[config.mk]
export PLATFORM = sky130hd
export DESIGN_NAME = mem_tg2_seq_ctrl_flat
export DESIGN_NICKNAME = d
export VERILOG_FILES = /design/src/rtl/mem_tg2_seq_ctrl_if.sv /design/src/rtl/mem_tg2_seq_ctrl.sv /design/src/flat_wrapper.sv
export SDC_FILE = /design/constraint.sdc
export NUM_CORES = 1
export LEC_CHECK = 0
export ABC_AREA = 1
export CAP_MARGIN = 10
export CORE_MARGIN = 3
export CORE_UTILIZATION = 39
export CTS_CLUSTER_DIAMETER = 150
export DETAILED_ROUTE_END_ITERATION = 8
export HOLD_SLACK_MARGIN = 0.15
export PLACE_DENSITY_LB_ADDON = 0.1
export SLEW_MARGIN = 20
export SYNTH_ARGS = -nofsm -noshare
export SYNTH_HDL_FRONTEND = slang
export SYNTH_SLANG_ARGS = --single-unit
export TNS_END_PERCENT = 20
[constraint.sdc]
create_clock -name clk -period 3.9 [get_ports clk]
set_input_delay 0.585 -clock clk [delete_from_list [all_inputs] [get_ports clk]]
set_output_delay 0.585 -clock clk [all_outputs]
set_load 0.01 [all_outputs]
[src/rtl/mem_tg2_seq_ctrl_if.sv]
// rtl/mem_tg2_seq_ctrl_if.sv - CSR/TG2 signal bundle for the TG2 launch/monitor sequencer
interface mem_tg2_seq_ctrl_if #(
  parameter int NUM_CH    = 4,
  parameter int TMO_W     = 32,
  parameter int CLK_CNT_W = 64
);
  logic                 ctrl_wr;
  logic [NUM_CH-1:0]    ctrl_init_n;
  logic                 seq_mode;
  logic [TMO_W-1:0]     tmo_limit;
  logic [NUM_CH-1:0]    tg_done;
  logic [NUM_CH-1:0]    tg_pass;
  logic [NUM_CH-1:0]    tg_start;
  logic [NUM_CH-1:0]    tg_abort;
  logic [NUM_CH-1:0]    stat_pass;
  logic [NUM_CH-1:0]    stat_fail;
  logic [NUM_CH-1:0]    stat_timeout;
  logic [NUM_CH-1:0]    stat_active;
  logic [CLK_CNT_W-1:0] clk_count;

  modport master (
    output ctrl_wr, ctrl_init_n, seq_mode, tmo_limit, tg_done, tg_pass,
    input  tg_start, tg_abort, stat_pass, stat_fail, stat_timeout, stat_active, clk_count
  );

  modport slave (
    input  ctrl_wr, ctrl_init_n, seq_mode, tmo_limit, tg_done, tg_pass,
    output tg_start, tg_abort, stat_pass, stat_fail, stat_timeout, stat_active, clk_count
  );
endinterface

[src/rtl/mem_tg2_seq_ctrl.sv]
// rtl/mem_tg2_seq_ctrl.sv - per-channel TG2 launch sequencer with watchdog and batch cycle counter
module mem_tg2_seq_ctrl #(
  parameter int NUM_CH    = 4,
  parameter int TMO_W     = 32,
  parameter int CLK_CNT_W = 64
) (
  input  logic              clk,
  input  logic              rst_n,
  mem_tg2_seq_ctrl_if.slave bus
);
  typedef enum logic {CH_IDLE = 1'b0, CH_ACTIVE = 1'b1} ch_state_t;

  ch_state_t            r_state [NUM_CH];
  ch_state_t            w_state_nxt [NUM_CH];
  logic [TMO_W-1:0]     r_timer [NUM_CH];
  logic [NUM_CH-1:0]    r_pending;
  logic [NUM_CH-1:0]    r_pass;
  logic [NUM_CH-1:0]    r_fail;
  logic [NUM_CH-1:0]    r_tmo;
  logic [NUM_CH-1:0]    r_start;
  logic [NUM_CH-1:0]    r_abort;
  logic                 r_mode;
  logic [CLK_CNT_W-1:0] r_clk_count;

  logic [NUM_CH-1:0]    w_active;
  logic [NUM_CH-1:0]    w_cap;
  logic [NUM_CH-1:0]    w_launch;
  logic [NUM_CH-1:0]    w_done;
  logic [NUM_CH-1:0]    w_tmo_hit;
  logic                 w_idle;
  logic                 w_batch_start;
  logic                 w_tmo_en;
  logic [TMO_W-1:0]     w_tmo_last;

  // Request capture and batch bookkeeping; a channel finishing this cycle still counts as active
  always_comb begin
    for (int ch = 0; ch < NUM_CH; ch++) begin
      w_active[ch] = (r_state[ch] == CH_ACTIVE);
    end
    w_cap         = bus.ctrl_wr ? (~bus.ctrl_init_n & ~w_active & ~r_pending) : '0;
    w_idle        = (r_pending == '0) && (w_active == '0);
    w_batch_start = w_idle && (w_cap != '0);
    w_tmo_en      = (bus.tmo_limit != '0);
    w_tmo_last    = bus.tmo_limit - TMO_W'(1);
  end

  // Launch select: parallel fires all pending, serial fires the lowest pending once nothing runs
  always_comb begin
    w_launch = '0;
    if (!r_mode) begin
      w_launch = r_pending;
    end else if (w_active == '0) begin
      for (int ch = NUM_CH - 1; ch >= 0; ch--) begin
        if (r_pending[ch]) begin
          w_launch     = '0;
          w_launch[ch] = 1'b1;
        end
      end
    end
  end

  // Per-channel next state: done beats the watchdog when both land on the same cycle
  always_comb begin
    w_done    = '0;
    w_tmo_hit = '0;
    for (int ch = 0; ch < NUM_CH; ch++) begin
      w_state_nxt[ch] = r_state[ch];
      case (r_state[ch])
        CH_IDLE: begin
          if (w_launch[ch]) w_state_nxt[ch] = CH_ACTIVE;
        end
        CH_ACTIVE: begin
          if (bus.tg_done[ch]) begin
            w_done[ch]      = 1'b1;
            w_state_nxt[ch] = CH_IDLE;
          end else if (w_tmo_en && (r_timer[ch] == w_tmo_last)) begin
            w_tmo_hit[ch]   = 1'b1;
            w_state_nxt[ch] = CH_IDLE;
          end
        end
        default: w_state_nxt[ch] = CH_IDLE;
      endcase
    end
  end

  // Channel state, watchdog timers, result flags and start/abort pulses
  always_ff @(posedge clk) begin
    if (!rst_n) begin
      for (int ch = 0; ch < NUM_CH; ch++) begin
        r_state[ch] <= CH_IDLE;
        r_timer[ch] <= '0;
      end
      r_pending <= '0;
      r_pass    <= '0;
      r_fail    <= '0;
      r_tmo     <= '0;
      r_start   <= '0;
      r_abort   <= '0;
    end else begin
      for (int ch = 0; ch < NUM_CH; ch++) begin
        r_state[ch] <= w_state_nxt[ch];
        if (w_launch[ch]) begin
          r_timer[ch] <= '0;
          r_pass[ch]  <= 1'b0;
          r_fail[ch]  <= 1'b0;
          r_tmo[ch]   <= 1'b0;
        end else begin
          if (w_active[ch]) r_timer[ch] <= r_timer[ch] + TMO_W'(1);
          if (w_done[ch]) begin
            r_pass[ch] <= bus.tg_pass[ch];
            r_fail[ch] <= ~bus.tg_pass[ch];
          end else if (w_tmo_hit[ch]) begin
            r_tmo[ch]  <= 1'b1;
            r_pass[ch] <= 1'b0;
            r_fail[ch] <= 1'b0;
          end
        end
      end
      r_pending <= (r_pending & ~w_launch) | w_cap;
      r_start   <= w_launch;
      r_abort   <= w_tmo_hit;
    end
  end

  // Batch mode latch and saturating batch cycle counter
  always_ff @(posedge clk) begin
    if (!rst_n) begin
      r_mode      <= 1'b0;
      r_clk_count <= '0;
    end else if (w_batch_start) begin
      r_mode      <= bus.seq_mode;
      r_clk_count <= '0;
    end else if (!w_idle && (r_clk_count != '1)) begin
      r_clk_count <= r_clk_count + CLK_CNT_W'(1);
    end
  end

  assign bus.tg_start     = r_start;
  assign bus.tg_abort     = r_abort;
  assign bus.stat_pass    = r_pass;
  assign bus.stat_fail    = r_fail;
  assign bus.stat_timeout = r_tmo;
  assign bus.stat_active  = w_active;
  assign bus.clk_count    = r_clk_count;
endmodule

[src/flat_wrapper.sv]
// flat-port wrapper written by rule: the top's interface ports become plain ports
module mem_tg2_seq_ctrl_flat 
#(
  parameter int NUM_CH    = 4,
  parameter int TMO_W     = 32,
  parameter int CLK_CNT_W = 64
)
  (clk, rst_n, bus_ctrl_wr, bus_ctrl_init_n, bus_seq_mode, bus_tmo_limit, bus_tg_done, bus_tg_pass, bus_tg_start, bus_tg_abort, bus_stat_pass, bus_stat_fail, bus_stat_timeout, bus_stat_active, bus_clk_count);
  mem_tg2_seq_ctrl_if #(.NUM_CH(NUM_CH), .TMO_W(TMO_W), .CLK_CNT_W(CLK_CNT_W)) bus_i ();
  input  logic clk;
  input  logic rst_n;
  input wire logic [$bits(bus_i.ctrl_wr)-1:0] bus_ctrl_wr;
  input wire logic [$bits(bus_i.ctrl_init_n)-1:0] bus_ctrl_init_n;
  input wire logic [$bits(bus_i.seq_mode)-1:0] bus_seq_mode;
  input wire logic [$bits(bus_i.tmo_limit)-1:0] bus_tmo_limit;
  input wire logic [$bits(bus_i.tg_done)-1:0] bus_tg_done;
  input wire logic [$bits(bus_i.tg_pass)-1:0] bus_tg_pass;
  output wire logic [$bits(bus_i.tg_start)-1:0] bus_tg_start;
  output wire logic [$bits(bus_i.tg_abort)-1:0] bus_tg_abort;
  output wire logic [$bits(bus_i.stat_pass)-1:0] bus_stat_pass;
  output wire logic [$bits(bus_i.stat_fail)-1:0] bus_stat_fail;
  output wire logic [$bits(bus_i.stat_timeout)-1:0] bus_stat_timeout;
  output wire logic [$bits(bus_i.stat_active)-1:0] bus_stat_active;
  output wire logic [$bits(bus_i.clk_count)-1:0] bus_clk_count;
  assign bus_i.ctrl_wr = bus_ctrl_wr;
  assign bus_i.ctrl_init_n = bus_ctrl_init_n;
  assign bus_i.seq_mode = bus_seq_mode;
  assign bus_i.tmo_limit = bus_tmo_limit;
  assign bus_i.tg_done = bus_tg_done;
  assign bus_i.tg_pass = bus_tg_pass;
  assign bus_tg_start = bus_i.tg_start;
  assign bus_tg_abort = bus_i.tg_abort;
  assign bus_stat_pass = bus_i.stat_pass;
  assign bus_stat_fail = bus_i.stat_fail;
  assign bus_stat_timeout = bus_i.stat_timeout;
  assign bus_stat_active = bus_i.stat_active;
  assign bus_clk_count = bus_i.clk_count;
  mem_tg2_seq_ctrl #(.NUM_CH(NUM_CH), .TMO_W(TMO_W), .CLK_CNT_W(CLK_CNT_W)) u_core (.clk(clk), .rst_n(rst_n), .bus(bus_i));
endmodule
==> impl_metrics.json <==
{
  "clock_latency_ns": 0.57,
  "fin_crit_ns": 3.229,
  "wl_mm": 59.48,
  "grt_usage_pct": 27.25,
  "yosys-top-cells-area": "edfxtp_1 (25%), nand2_1 (16%), dfxtp_1 (12%), nor2_1 (8.2%), inv_1 (7.4%)",
  "seq_area_frac_synth_pct": 36.60,
  "yosys.cell_types.count": 51,
  "timing_worst_slew_pin_value_ns": 0.8711,
  "drt_iter0_drc": 1609,
  "synth_top_area_cell": "edfxtp_1",
  "hp-class": "flip-flop to flip-flop",
  "ios": 136,
  "synth_ff_type": "edfxtp_1",
  "antenna_found_initial": 0,
  "clock.fmax_mhz": 309.7,
  "synth_area_um2": 15590,
  "setup-tns-final_ns": 0,
  "post-cts-setup-buffers": 0,
  "nNetsFinal": 2562,
  "drv_slew": 0,
  "period_share_pct": 82.79,
  "critPathSlowestCell": "clkdlybuf4s50_1",
  "cp-start-kind": "primary input",
  "start_util_pct": 39.87,
  "postRouteAntennaNets": 0,
  "wl_per_cell_um": 19.53,
  "htreeDepth": 1,
  "clock_skew_ns": 0.02124,
  "fillers": 4068,
  "area_growth_pct": 18.54,
  "die_x_um": 205.9,
  "async_flop_share_pct": 0,
  "chipHeight_um": 205.9,
  "drt_drc_violations_left": 0,
  "maxCapViolations": 0,
  "place_congestion": 1.037,
  "cts_buffer_depth": 3,
  "hold_violations": 0,
  "grt_max_degree": 44,
  "setup_viol": 0,
  "grt_pass1_wl_mm": 88.71,
  "overflow": 0,
  "cp.arrival_ns": 3.67,
  "cp-end-kind": "flip-flop",
  "synth_edf_count": 128,
  "viasPerCell": 5.376,
  "vdd_drop_max_mv": 0.2463,
  "status": "finished, final reports clean",
  "avgSynthCellArea_um2": 6.627,
  "cts_sinks": 221,
  "drive_gt1_share_pct": 6.962,
  "powerDensity_nw_per_um2": 341.2,
  "yosysTopAreaCellShare_pct": 24.66,
  "path_clk_slew_ns": 0.06,
  "path_cells": "clkdlybuf4s50_1 -> inv_2 -> ha_1 -> nand2_2 -> o21bai_1 -> nand2_1 -> nand2_1 -> nand2_1 -> nor2_1 -> nand2_1 -> nor2_1 -> nand2_1 -> nor2_2 -> nand4_2 -> nand2_1 -> a21oi_1",
  "netlist_instances": 2352,
  "dpl.hpwl_mm": 48.46,
  "rsz0062_at_grt": "no",
  "leakage_nw": 7.172,
  "ys_ff_latch": 221,
  "die_area_um2": 42400,
  "crit_type": "primary input to flip-flop",
  "post_cts_resized": 0,
  "tritoncts": "built",
  "cpMostUsedCell": "nand2_1",
  "crit_fanout": 5,
  "core_region_area_um2": 39100,
  "syn_nets": 2407,
  "grt_pass1_vias": 15010,
  "ys_warn_count": 0,
  "slew_headroom_pct": 41.87,
  "crit_path_max_incr_delay_ns": 0.50,
  "via_count": 16370,
  "port_buffers": 135,
  "rows": 72,
  "clockRootBuffer": "clkbuf_16",
  "worstPathRequired_ns": 4.34,
  "antenna_cells": 0,
  "postCtsHoldBufs": 0,
  "first_pass_iters": 5,
  "numCtsBuffers": 28,
  "whs_ns": 0.4657
}
metrics by stage:
| stage | total power [mW] | util, % | cell area [um2] | std cells | setup WS (ns) |
|---|---|---|---|---|---|
| global placement | 3.788 | 44.99 | 17590 | 2995 | 0.2293 |
| CTS | 6.342 | 47.26 | 18480 | 3046 | 0.7874 |
| floorplan | 3.370 | - | 15590 | 2352 | 1.417 |
| finish | 6.305 | 47.26 | 18480 | 3046 | 0.6714 |
| global route | 6.565 | 47.26 | 18480 | 3046 | 0.4423 |
| detailed placement | 3.791 | 44.99 | 17590 | 2995 | 0.2072 |
registers in the layout, indices dropped and copies added (netlist names):
name / cells
u_core.r_timer: 128
u_core.bus.clk_count: 64
u_core.bus.stat_fail: 4
u_core.bus.stat_pass: 4
u_core.bus.stat_timeout: 4
u_core.bus.tg_abort: 4
u_core.bus.tg_start: 4
u_core.r_pending: 4
u_core.r_state: 4
u_core.r_mode: 1
worst paths after layout:
check	startpoint	to	slack, ns	cells after the start
hold reg to reg	u_core.bus.stat_fail[0]	u_core.bus.stat_fail[0]	0.47	2
setup reg to reg	u_core.bus.clk_count[1]	u_core.bus.clk_count[57]	0.95	14
hold / removal	u_core.bus.stat_fail[0]	u_core.bus.stat_fail[0]	0.47	2
setup / recovery	bus_tmo_limit[0]	u_core.bus.stat_fail[2]	0.67	16
layout make-up:
type	instances	area (um2)	area share [%]
clock buffer	45	857.1	4.638
clock inverter	6	31.28	0.1693
inverter	310	1164	6.297
multi-input combinational	1788	8548	46.26
sequential	221	5705	30.88
tap	518	648.1	3.508
timing repair buffer	158	1524	8.248
layer usage:
layer | routed length, um | global-route usage [%] | vias up
met5 | 0 | 0 | -
met3 | 4143 | 2.804 | 75
met1 | 28570 | 41.69 | 7666
li1 | - | - | 8055
met2 | 25370 | 41.05 | 578
met4 | 1395 | 6.788 | 0
report_power, final:
part / total [mW] / switching (mW) / leakage, nW / internal, mW
Combinational: 0.951 / 0.654 / 4.62 / 0.297
Sequential: 2.82 / 0.190 / 2.11 / 2.62
Clock: 2.54 / 1.05 / 0.441 / 1.49
Total: 6.31 / 1.89 / 7.17 / 4.41
cells by family after synthesis:
| logic type | count (synthesis) | share of synthesized area, % |
|---|---|---|
| AO/OA/AOI/OAI | 252 | 8.918 |
| XOR/XNOR | 32 | 1.886 |
| adder cells (fa/ha/maj) | 7 | 0.5619 |
| buffers and inverters | 343 | 8.573 |
| flip-flops | 221 | 36.60 |
| AND/OR/NAND/NOR | 1497 | 43.46 |
cells in the final DEF, fill, tap and decap left out, types with 3 or more instances in the layout:
| master | instances |
|---|---|
| nor4_1 | 22 |
| ha_1 | 7 |
| o31ai_1 | 3 |
| clkbuf_16 | 30 |
| nor2_2 | 27 |
| o21ai_1 | 6 |
| nand3b_1 | 10 |
| o21a_1 | 18 |
| nand3_4 | 3 |
| edfxtp_1 | 128 |
| nand2_1 | 650 |
| nand3_2 | 5 |
| nand4_1 | 45 |
| dfxtp_1 | 93 |
| xnor2_1 | 4 |
| clkdlybuf4s50_1 | 135 |
| nand4_2 | 4 |
| and3_1 | 7 |
| a21oi_1 | 122 |
| nor3_1 | 94 |
| clkinv_2 | 5 |
| a31oi_1 | 5 |
| nand3_1 | 210 |
| clkbuf_1 | 10 |
| o21ai_0 | 80 |
| clkbuf_8 | 5 |
| or2_2 | 6 |
| a211oi_1 | 5 |
| nor3b_1 | 17 |
| a21oi_2 | 3 |
| buf_4 | 23 |
| xor2_1 | 27 |
| inv_2 | 4 |
| nor2_8 | 3 |
| o21ai_2 | 5 |
| nor2_1 | 341 |
| nand2_2 | 30 |
| inv_1 | 306 |
| nor3_2 | 5 |
| nor2_4 | 8 |
critical path: cells and delay by family:
family,cells,cell delay (ns)
buffers and inverters,2,0.62
adders and majority gates,1,0.23
and+or+nand+nor,11,1.68
AOI/OAI and AO/OA,2,0.55
cells in the mapped netlist (6+ instances only):
master    number
nor2_4         8
edfxtp_1     128
nor2_2        26
nor3_1        94
a21oi_1      122
or2_2          6
nor3b_1       17
clkbuf_1      17
nand3_1      210
nand2_2       30
nand4_1       45
ha_1           7
xor2_1        27
nand2_1      650
nand3b_1      10
o21ai_0       80
nor2_1       342
nor4_1        22
inv_1        306
o21ai_1        6
and3_1         7
buf_2          9
dfxtp_1       93
o21a_1        18
Power figures use the tool's default switching activity.
